--- config.mk ---
export PLATFORM = sky130hd
export DESIGN_NAME = axis_packet_fifo
export DESIGN_NICKNAME = d
export VERILOG_FILES = /design/src/rtl/fifo_pkg.sv /design/src/rtl/skid_loader.sv /design/src/rtl/axis_packet_fifo.sv
export SDC_FILE = /design/constraint.sdc
export NUM_CORES = 1
export LEC_CHECK = 0
export CELL_PAD_IN_SITES_DETAIL_PLACEMENT = 1
export CELL_PAD_IN_SITES_GLOBAL_PLACEMENT = 1
export CORE_MARGIN = 4
export CORE_UTILIZATION = 50
export DETAILED_ROUTE_END_ITERATION = 7
export GPL_TIMING_DRIVEN = 0
export PLACE_DENSITY_LB_ADDON = 0.2
export SYNTH_ARGS = -nofsm -noshare
export SYNTH_HDL_FRONTEND = slang
export SYNTH_HIERARCHICAL = 1
export SYNTH_SLANG_ARGS = --single-unit
--- constraint.sdc ---
create_clock -name clock -period 4.4 [get_ports clock]
set_input_delay 0.66 -clock clock [delete_from_list [all_inputs] [get_ports clock]]
set_output_delay 0.66 -clock clock [all_outputs]
set_load 0.02 [all_outputs]
--- src/rtl/fifo_pkg.sv ---
// fifo_pkg: pointer arithmetic helpers and default thresholds
// shared by the packet FIFO and its users.
package fifo_pkg;

   function automatic int afull_default(int abits);
      return (1 << abits) - 2;
   endfunction

   // Pointers carry one wrap bit above the address bits.
   function automatic int unsigned ptr_diff(int unsigned a,
                                            int unsigned b,
                                            int abits);
      return (a - b) & ((32'd1 << (abits + 1)) - 32'd1);
   endfunction

   function automatic logic ptr_full(int unsigned w,
                                     int unsigned r,
                                     int abits);
      return ptr_diff(w, r, abits) == (32'd1 << abits);
   endfunction

   function automatic logic ptr_empty(int unsigned w,
                                      int unsigned r,
                                      int abits);
      return ptr_diff(w, r, abits) == 32'd0;
   endfunction

endpackage

--- src/rtl/skid_loader.sv ---
// skid_loader: two-entry output skid stage with a registered in_ready.
// BYPASS forwards input combinationally when empty; LOADER admits only when empty.
module skid_loader #(
   parameter int WIDTH  = 8,
   parameter int BYPASS = 0,
   parameter int LOADER = 0
) (
   input  logic             clock,
   input  logic             reset,
   input  logic             in_valid,
   output logic             in_ready,
   input  logic [WIDTH-1:0] in_data,
   output logic             out_valid,
   input  logic             out_ready,
   output logic [WIDTH-1:0] out_data
);

   logic [1:0]       cnt_q, cnt_d;
   logic [WIDTH-1:0] d0_q, d0_d;
   logic [WIDTH-1:0] d1_q, d1_d;
   logic             byp;
   logic             push;
   logic             pop;

   assign byp       = (BYPASS != 0) && (cnt_q == 2'd0);
   assign in_ready  = (LOADER != 0) ? (cnt_q == 2'd0)
                                    : (cnt_q != 2'd2);
   assign out_valid = byp ? in_valid : (cnt_q != 2'd0);
   assign out_data  = byp ? in_data : d0_q;
   assign pop       = out_valid && out_ready && !byp;
   assign push      = in_valid && in_ready && !(byp && out_ready);

   always_comb begin
      cnt_d = cnt_q;
      d0_d  = d0_q;
      d1_d  = d1_q;
      if (pop) begin
         d0_d  = d1_q;
         cnt_d = cnt_q - 2'd1;
      end
      if (push) begin
         if (cnt_d == 2'd0) d0_d = in_data;
         else               d1_d = in_data;
         cnt_d = cnt_d + 2'd1;
      end
   end

   always_ff @(posedge clock or posedge reset) begin
      if (reset) begin
         cnt_q <= '0;
         d0_q  <= '0;
         d1_q  <= '0;
      end else begin
         cnt_q <= cnt_d;
         d0_q  <= d0_d;
         d1_q  <= d1_d;
      end
   end

endmodule

--- src/rtl/axis_packet_fifo.sv ---
// axis_packet_fifo: store-and-forward AXI-Stream packet FIFO.
// Define PKT_DROP_EN to let s_tdrop discard the uncommitted packet.
module axis_packet_fifo
   import fifo_pkg::*;
#(
   parameter int WIDTH = 8,
   parameter int ABITS = 4,
   parameter int AFULL = afull_default(ABITS)
) (
   input  logic             clock,
   input  logic             reset,
   input  logic             s_tvalid,
   output logic             s_tready,
   input  logic             s_tlast,
   input  logic             s_tdrop,
   input  logic [WIDTH-1:0] s_tdata,
   output logic             m_tvalid,
   input  logic             m_tready,
   output logic             m_tlast,
   output logic [WIDTH-1:0] m_tdata,
   output logic [ABITS:0]   level_o,
   output logic [ABITS:0]   pkts_o,
   output logic             afull_o,
   output logic             ovf_o
);

   localparam int          PW    = ABITS + 1;
   localparam int unsigned DEPTH = 1 << ABITS;

   logic [WIDTH:0]  mem_q [DEPTH];
   logic [WIDTH:0]  rd_word_q;
   logic [WIDTH:0]  sk_out;
   logic [PW-1:0]   waddr_q, waddr_d;
   logic [PW-1:0]   caddr_q, caddr_d;
   logic [PW-1:0]   raddr_q, raddr_d;
   logic [PW-1:0]   level_q, level_d;
   logic [PW-1:0]   pkts_q, pkts_d;
   logic            rd_valid_q, rd_valid_d;
   logic            s_tready_q, s_tready_d;
   logic            afull_q, afull_d;
   logic            ovf_q, ovf_d;
   logic            accept, drop, wr_en, commit;
   logic            force_cut, fetch, m_fire, sk_ready;

   assign accept = s_tvalid && s_tready_q;

`ifdef PKT_DROP_EN
   assign drop = accept && s_tdrop;
`else
   logic unused_tdrop;
   assign unused_tdrop = s_tdrop;
   assign drop = 1'b0;
`endif

   // Full with nothing committed: the packet cannot fit, so cut through.
   assign force_cut = ptr_full(32'(waddr_q), 32'(raddr_q), ABITS)
                   && (raddr_q == caddr_q);
   assign fetch     = !ptr_empty(32'(caddr_q), 32'(raddr_q), ABITS)
                   && (!rd_valid_q || sk_ready);
   assign m_fire    = m_tvalid && m_tready;

   always_comb begin
      waddr_d = waddr_q;
      caddr_d = caddr_q;
      raddr_d = raddr_q;
      level_d = level_q;
      pkts_d  = pkts_q;
      wr_en   = accept && !drop;
      commit  = wr_en && s_tlast;
      if (wr_en) begin
         waddr_d = waddr_q + PW'(1);
         level_d = level_q + PW'(1);
      end
      if (drop) begin
         waddr_d = caddr_q;
         level_d = level_q - PW'(ptr_diff(32'(waddr_q), 32'(caddr_q), ABITS));
      end
      if (m_fire) level_d = level_d - PW'(1);
      if (commit) begin
         caddr_d = waddr_d;
         pkts_d  = pkts_q + PW'(1);
      end else if (force_cut) begin
         caddr_d = waddr_q;
      end
      if (m_fire && m_tlast) pkts_d = pkts_d - PW'(1);
      if (fetch) raddr_d = raddr_q + PW'(1);
      rd_valid_d = fetch || (rd_valid_q && !sk_ready);
      s_tready_d = !ptr_full(32'(waddr_d), 32'(raddr_d), ABITS);
      afull_d    = 32'(level_d) >= 32'(AFULL);
      ovf_d      = force_cut;
   end

   always_ff @(posedge clock or posedge reset) begin
      if (reset) begin
         waddr_q    <= '0;
         caddr_q    <= '0;
         raddr_q    <= '0;
         level_q    <= '0;
         pkts_q     <= '0;
         rd_valid_q <= 1'b0;
         s_tready_q <= 1'b0;
         afull_q    <= 1'b0;
         ovf_q      <= 1'b0;
      end else begin
         waddr_q    <= waddr_d;
         caddr_q    <= caddr_d;
         raddr_q    <= raddr_d;
         level_q    <= level_d;
         pkts_q     <= pkts_d;
         rd_valid_q <= rd_valid_d;
         s_tready_q <= s_tready_d;
         afull_q    <= afull_d;
         ovf_q      <= ovf_d;
      end
   end

   // Plain RAM: no reset so it maps onto block memory.
   always_ff @(posedge clock) begin
      if (wr_en) mem_q[waddr_q[ABITS-1:0]] <= {s_tlast, s_tdata};
      if (fetch) rd_word_q <= mem_q[raddr_q[ABITS-1:0]];
   end

   skid_loader #(
      .WIDTH (WIDTH + 1),
      .BYPASS(0),
      .LOADER(0)
   ) u_skid (
      .clock    (clock),
      .reset    (reset),
      .in_valid (rd_valid_q),
      .in_ready (sk_ready),
      .in_data  (rd_word_q),
      .out_valid(m_tvalid),
      .out_ready(m_tready),
      .out_data (sk_out)
   );

   assign {m_tlast, m_tdata} = sk_out;
   assign s_tready = s_tready_q;
   assign level_o  = level_q;
   assign pkts_o   = pkts_q;
   assign afull_o  = afull_q;
   assign ovf_o    = ovf_q;

endmodule

==> out/qor.yml, run 1 <==
status: "finished clean"
tritoncts.num_buffers: 21
power_leakage_nw: 3.654
ys_dominant_reg_cell: "edfxtp_1"
tritoncts: "yes"
crit_path_category: "flip-flop to flip-flop"
pre_antenna_drt_iters: 4
grt_first_pass_wirelength_mm: 28.77
design.die.area_um2: 19720
final_cell_area_um2: 10110
gr-total-overflow: 0
htree_levels: 1
worst_path_cell_trace: "clkbuf_4, inv_1, ha_1, o211ai_1, a21o_1, a2111oi_4, buf_4, or2_1, buf_2, mux2i_1, ha_1, a21o_1, a31o_2, xnor2_1, or4_1, nand3_1"
finalMaxSlewViolations: 0
multi_input_comb_area_um2: 2773
detail_route.iter0.violations: 271
dpl-instance-area_um2: 9402
fillers: 1568
drt-vias-per-instance: 5.654
hold_buffers: 0
synth-seq-area-share_pct: 66.37
pwr_density_cell_nw_per_um2: 771.9
ioPinCount: 37
crit_fanout: 10
drt_drc_violations_left: 0
fmax_mhz: 243.6
antenna_violating_nets_post_route: 0
final_gp_congestion: 0.7843
postSynth.asyncResetShare_pct: 24.26
flop_and_latch_count_out_of_synthesis: 202
cpPeakStageDelay_ns: 0.41
worst_path_dominant_cell_family: "compound AO/OA/AOI/OAI gates"
worst_pin_slew_ns: 0.8858
postSynthCellCount: 503
starting_density_pct: 50.88
holdCritPathClass: "primary input to async pin"
fp.coreArea_um2: 17240
die_height_um: 140.4
finalCriticalPeriod_ns: 4.105
worstReg2RegStart: "raddr_q[2]$_DFF_PP0_"
fin_crit_share_pct: 93.29
via_count: 4540
grt_use_total_pct: 18.69
rsz0062_at_grt: "false"
postRouteWirelength_mm: 17.65
numPortBuffers: 35
fp.dieW_um: 140.4
crit_end_category: "flip-flop"
setup_viol: 0
post_drt_wl_per_cell_um: 21.99
share_of_layout_cells_above_drive_strength_1_pct: 19.20
synth_enable_flop_cells: 153
worst_slew_margin_rel_pct: 40.95
timing.critical_path.slowest_stage_cell: "dfrtp_1"
row_count: 48
max_cap_violations: 0
postSynthNetCount: 541
fin_tns_setup_ns: 0
clockRootBuffer: "clkbuf_16"
reg2regPathDepth: 16
timing.clock.skew_ns: 0.007838
insertion_delay_to_the_later_sink_of_the_worst_skew_pair_ns: 0.49
first_global_vias: 5023
worst_path_buf_inv: 4
tritoncts_num_sinks: 202
critical_path_cell_count: 16
ys.warnings.count: 6
ff_latch_area_um2: 5821
crit_path_start: "raddr_q[2]$_DFF_PP0_"
syn_area_per_cell_um2: 17.43
final_hold_viol_count: 0
dp.final_hpwl_mm: 12.41
antennaDiodeCount: 0
fin_nets: 602
critical_path.startpoint_type: "flip-flop"
crit_required_ns: 4.83
area_delta_synth_final_pct: 15.31
path_clk_slew_ns: 0.06
synth.lib_cells_used.distinct: 53
vdd_ir_drop_max_uv: 375.5
cts_max_path_buffers: 3
arrival_ns: 4.53
grt_max_degree: 30
grt_antenna_before_repair: 0
mappedNetlistArea_um2: 8770
==> state kept, by name, summed over array words and instances (netlist names) <==
register	flops
afull_o	1
caddr_q	5
level_o	5
mem_q	144
ovf_o	1
pkts_o	5
raddr_q	5
rd_valid_q	1
rd_word_q	9
s_tready	1
u_skid/cnt_q	2
u_skid/d1_q	9
u_skid/out_data	9
waddr_q	5
==> routing by layer <==
metal | wire length [µm] | vias up | GRT usage, %
met5 | 0 | - | 0
met4 | 204 | 0 | 3.927
met3 | 766 | 17 | 2.595
met2 | 8657 | 83 | 30.67
met1 | 8026 | 2361 | 27.15
li1 | - | 2079 | -
==> through the flow <==
| step | util, % | std cells | hold WS [ns] | setup WS, ns | power [mW] |
|---|---|---|---|---|---|
| 2_1_floorplan | - | 503 | 0.4790 | 0.4298 | 5.198 |
| 3_3_place_gp | 54.54 | 763 | 0.4928 | -0.2696 | 5.982 |
| 3_5_place_dp | 54.54 | 763 | 0.5008 | -0.3458 | 6.150 |
| 4_1_cts | 58.35 | 799 | 0.5191 | 0.002663 | 7.881 |
| 5_1_grt | 58.67 | 803 | 0.5262 | 0.01043 | 8.300 |
| 6_report | 58.67 | 803 | 0.4952 | 0.2953 | 7.806 |
==> path summary, 6_finish.rpt <==
path,end,slack [ns]
max in group asynchronous,u_skid/out_data[6]$_DFF_PP0_,3.29
min reg2reg,u_skid/d1_q[1]$_DFFE_PP0P_,0.51
max reg2reg,s_tready$_DFF_PP0_,0.30
min in group clock,u_skid/d1_q[1]$_DFFE_PP0P_,0.51
min,rd_valid_q$_DFF_PP0_,0.50
max,s_tready$_DFF_PP0_,0.30
==> synth_stat cells (7+ instances only) <==
library cell	number	area share, %
nor3_1	7	0.40
nand3_1	8	0.46
nor2_1	13	0.56
clkbuf_1	10	0.43
mux2_4	9	1.5
ha_1	24	3.4
xor2_1	16	1.6
xnor2_1	19	1.9
mux2i_1	14	1.6
a21oi_1	12	0.68
mux4_2	45	12
edfxtp_1	153	52
nand2_1	17	0.73
inv_1	16	0.68
and2_1	14	1.0
nand4_1	7	0.50
and3_1	7	0.50
dfrtp_1	49	14
==> cells in the final DEF (no fill, tap or decap), types with 4 or more instances in the layout <==
master,instances
a21oi_1,12
a31o_1,4
and2_1,14
and3_1,7
buf_2,5
buf_4,4
clkbuf_1,10
clkbuf_16,21
clkdlybuf4s50_1,35
clkinv_1,7
dfrtp_1,49
edfxtp_1,153
ha_1,24
inv_1,15
mux2_4,9
mux2i_1,14
mux4_2,45
nand2_1,17
nand3_1,8
nand4_1,7
nor2_1,13
nor2b_1,6
nor3_1,7
o21a_1,4
o41ai_1,4
xnor2_1,19
xor2_1,16
==> layout make-up <==
| type | instances | share of cell area [%] |
|---|---|---|
| clock buffers | 23 | 5.271 |
| plain buffers | 19 | 1.114 |
| well taps | 225 | 2.784 |
| repair buffers | 39 | 3.959 |
| inverters | 18 | 0.7053 |
| flip-flops and latches | 202 | 57.56 |
| clock inverters | 14 | 1.188 |
| multi-input cells | 263 | 27.42 |
==> timing repair <==
| action | 4_1_cts | 5_1_grt |
|---|---|---|
| buffers inserted | 0 | 3 |
| pin swaps | 0 | 1 |
| endpoints found under the setup margin | 1 | 1 |
| resized for setup | 3 | 3 |
==> where the power goes <==
group / total, mW / switching, mW / internal, mW
clock network: 1.68 / 0.693 / 0.989
logic: 3.34 / 1.74 / 1.60
registers: 2.78 / 0.256 / 2.52
==> cells by family (layout without fill, tap and decap cells) <==
| group | count (synthesis) | after routing | share of synthesized area (%) |
|---|---|---|---|
| xor gates and xnor gates | 36 | 36 | 3.681 |
| adders and majority gates | 24 | 24 | 3.424 |
| DFF | 202 | 202 | 66.37 |
| buffers and inverters | 38 | 113 | 2.012 |
| AOI/OAI and AO/OA | 40 | 40 | 3.367 |
| and+or+nand+nor | 93 | 93 | 6.192 |
| muxes | 70 | 70 | 14.95 |
No activity file was read; power rests on OpenSTA's default activity.
==> inputs of run 2 (changes only) <==
CORE_MARGIN = 8   (was 4)
DONT_BUFFER_PORTS = 1   (was unset)
==> run 2 against run 1 <==
Register-to-register slack got worse by 0.06 ns; first-iteration DRC count increased by 14%; clock-buffer cell count increased by 6; core utilization shrank 1.8 points; power down 1.6%.
==> out/qor.yml, run 2 (same netlist as run 1, synthesis figures left out) <==
status: "finished clean"
finalCoreUtilization_pct: 56.83  # -1.8 points
drt-vias-per-instance: 5.750  # +1.7%
place_worst_setup_slack_ns: -0.3423  # +0.003518 ns
mostFrequentLayoutCell: "edfxtp_1"
postRouteWirelength_mm: 17.60  # -0.28%
via_count: 4433  # -2.4%
setup_viol: 0  # unchanged
worst_slew_margin_rel_pct: 24.55  # -16 points
max_cap_violations: 0  # unchanged
timing.critical_path.slowest_stage_cell: "dfrtp_1"
htree_levels: 1  # unchanged
post_drt_wl_per_cell_um: 22.83  # +3.9%
cts_max_path_buffers: 3  # unchanged
ioPinCount: 37  # unchanged
fin_tns_setup_ns: 0  # unchanged
dp.final_hpwl_mm: 12.67  # +2.1%
fin_crit_share_pct: 94.56  # +1.3 points
timing.final.ws_setup_ns: 0.2394  # -0.05585 ns
cpPeakStageDelay_ns: 0.44  # +0.03 ns
crit_end_category: "flip-flop"
antennaDiodeCount: 0  # unchanged
numPortBuffers: 0  # -100%
row_count: 48  # unchanged
power_leakage_nw: 3.546  # -3.0%
vdd_ir_drop_max_uv: 466.2  # +24%
hold_buffers: 0  # unchanged
design.die.area_um2: 22030  # +12%
arrival_ns: 4.58  # +0.05 ns
finalMaxSlewViolations: 0  # unchanged
tritoncts_num_sinks: 202  # unchanged
layout.cells.most_common_list: "edfxtp_1, dfrtp_1, mux4_2, ha_1, clkbuf_16"
gr-total-overflow: 0  # unchanged
worst_path_cell_trace: "buf_4, inv_1, ha_1, nor2b_1, o211ai_1, nand3_1, a2111oi_4, buf_4, or2_1, buf_2, mux2i_1, ha_1, a21o_1, a31o_2, xnor2_1, or4_1, nand3_1"
die_height_um: 148.4  # +5.7%
final_gp_congestion: 0.7845  # about the same
crit_required_ns: 4.82  # about the same
largest_register_ffs: 144  # unchanged
drt_drc_violations_left: 0  # unchanged
grt_max_degree: 30  # unchanged
tritoncts.num_buffers: 22  # +4.8%
finalCriticalPeriod_ns: 4.161  # +0.05585 ns
timing.clock.skew_ns: 0.007413  # -0.0004249 ns
starting_density_pct: 50.88  # unchanged
crit_fanout: 10  # unchanged
detail_route.iter0.violations: 309  # +14%
share_of_layout_cells_above_drive_strength_1_pct: 21.43  # +2.2 points
antenna_violating_nets_post_route: 0  # unchanged
grt_first_pass_wirelength_mm: 28.24  # -1.8%
area_delta_synth_final_pct: 11.70
first_global_vias: 4761  # -5.2%
fmax_mhz: 240.4  # -1.3%
grt_antenna_before_repair: 0  # unchanged
fp.dieW_um: 148.4  # +5.7%
holdCritPathClass: "primary input to async pin"
final_hold_viol_count: 0  # unchanged
pre_antenna_drt_iters: 4  # unchanged
fin_nets: 568  # -5.6%
fillers: 1577  # +0.57%
crit_path_category: "flip-flop to flip-flop"
critical_path.startpoint_type: "flip-flop"
path_clk_slew_ns: 0.06  # about the same
pwr_density_cell_nw_per_um2: 783.8  # +1.5%
worst_pin_slew_ns: 1.130  # +0.2447 ns
grt_use_total_pct: 16.49  # -2.2 points
clockRootBuffer: "clkbuf_16"
tritoncts: "yes"
fp.coreArea_um2: 17240  # unchanged
insertion_delay_to_the_later_sink_of_the_worst_skew_pair_ns: 0.49  # about the same
[run 2: cell types whose count changed in the layout (fill, tap and decap cells not counted), moves of 2 or more]
cell,before,now
clkdlybuf4s50_1,35,0
buf_4,4,6
clkinv_2,2,6
clkinv_1,7,2
clkbuf_1,10,12
clkbuf_4,2,0
clkbuf_8,0,2
clkbuf_16,21,23
[run 2: metrics by stage]
stage / total power, mW / hold WS [ns] / cells / cell area, µm²
after global routing: 8.147 / 0.2293 / 771 / 9796
after detailed placement: 5.931 / 0.4943 / 728 / 9051
after global placement: 5.770 / 0.4940 / 728 / 9051
after floorplan: 5.198 / 0.4790 / 503 / 8770
after CTS: 7.727 / 0.1909 / 767 / 9759
final: 7.678 / 0.1821 / 771 / 9796
[run 2: power breakdown]
group          total (mW)  switching (mW)  internal [mW]
clock network        1.77           0.721           1.05
registers            2.92           0.395           2.52
logic                2.99            1.56           1.43
[run 2: cell type report]
type | instances | area [µm²] | area share [%]
timing repair buffer | 4 | 30.03 | 0.3066
buffer | 19 | 110.1 | 1.124
tap | 225 | 281.5 | 2.874
multi-input combinational | 263 | 2773 | 28.31
sequential | 202 | 5821 | 59.42
clock buffer | 29 | 618.1 | 6.310
inverter | 18 | 71.32 | 0.7281
clock inverter | 11 | 91.34 | 0.9324
[run 2: final timing paths]
kind                                        start                    endpoint  slack, ns  cells past startpoint
max                          raddr_q[1]$_DFF_PP0_          s_tready$_DFF_PP0_       0.24                     17
min                                         reset   u_skid/cnt_q[0]$_DFF_PP0_       0.18                      1
max reg2reg                  raddr_q[1]$_DFF_PP0_          s_tready$_DFF_PP0_       0.24                     17
min reg2reg                rd_word_q[0]$_DFFE_PN_  u_skid/d1_q[0]$_DFFE_PP0P_       0.51                      1
max in group asynchronous                   reset      caddr_q[4]$_DFFE_PP0P_       3.37                      1
min in group clock                     s_tdata[7]       mem_q[7][7]$_DFFE_PP_       0.26                      0
[run 2: routing by layer]
layer  global-route usage [%]  up-vias  wire (µm)
li1                         -     2010          -
met1                    23.07     2325       8184
met2                    26.57       75       8556
met3                    2.735       23        626
met4                    3.774        0        236
met5                        0        -          0
[run 2: critical path: cells and delay by family (launching register included)]
family / cells / cell delay, ns
AOI/OAI and AO/OA: 4 / 1.07
and+or+nand+nor: 5 / 0.95
xor gates and xnor gates: 1 / 0.13
DFF: 1 / 0.44
buffers and inverters: 4 / 0.70
muxes: 1 / 0.21
adders and majority gates: 2 / 0.58
[run 2: timing repair]
| action | in CTS | in global routing |
|---|---|---|
| endpoints found under the setup margin | 1 | 1 |
| pin swaps | 1 | 1 |
| setup buffers | 0 | 4 |
| gates resized for setup | 2 | 4 |
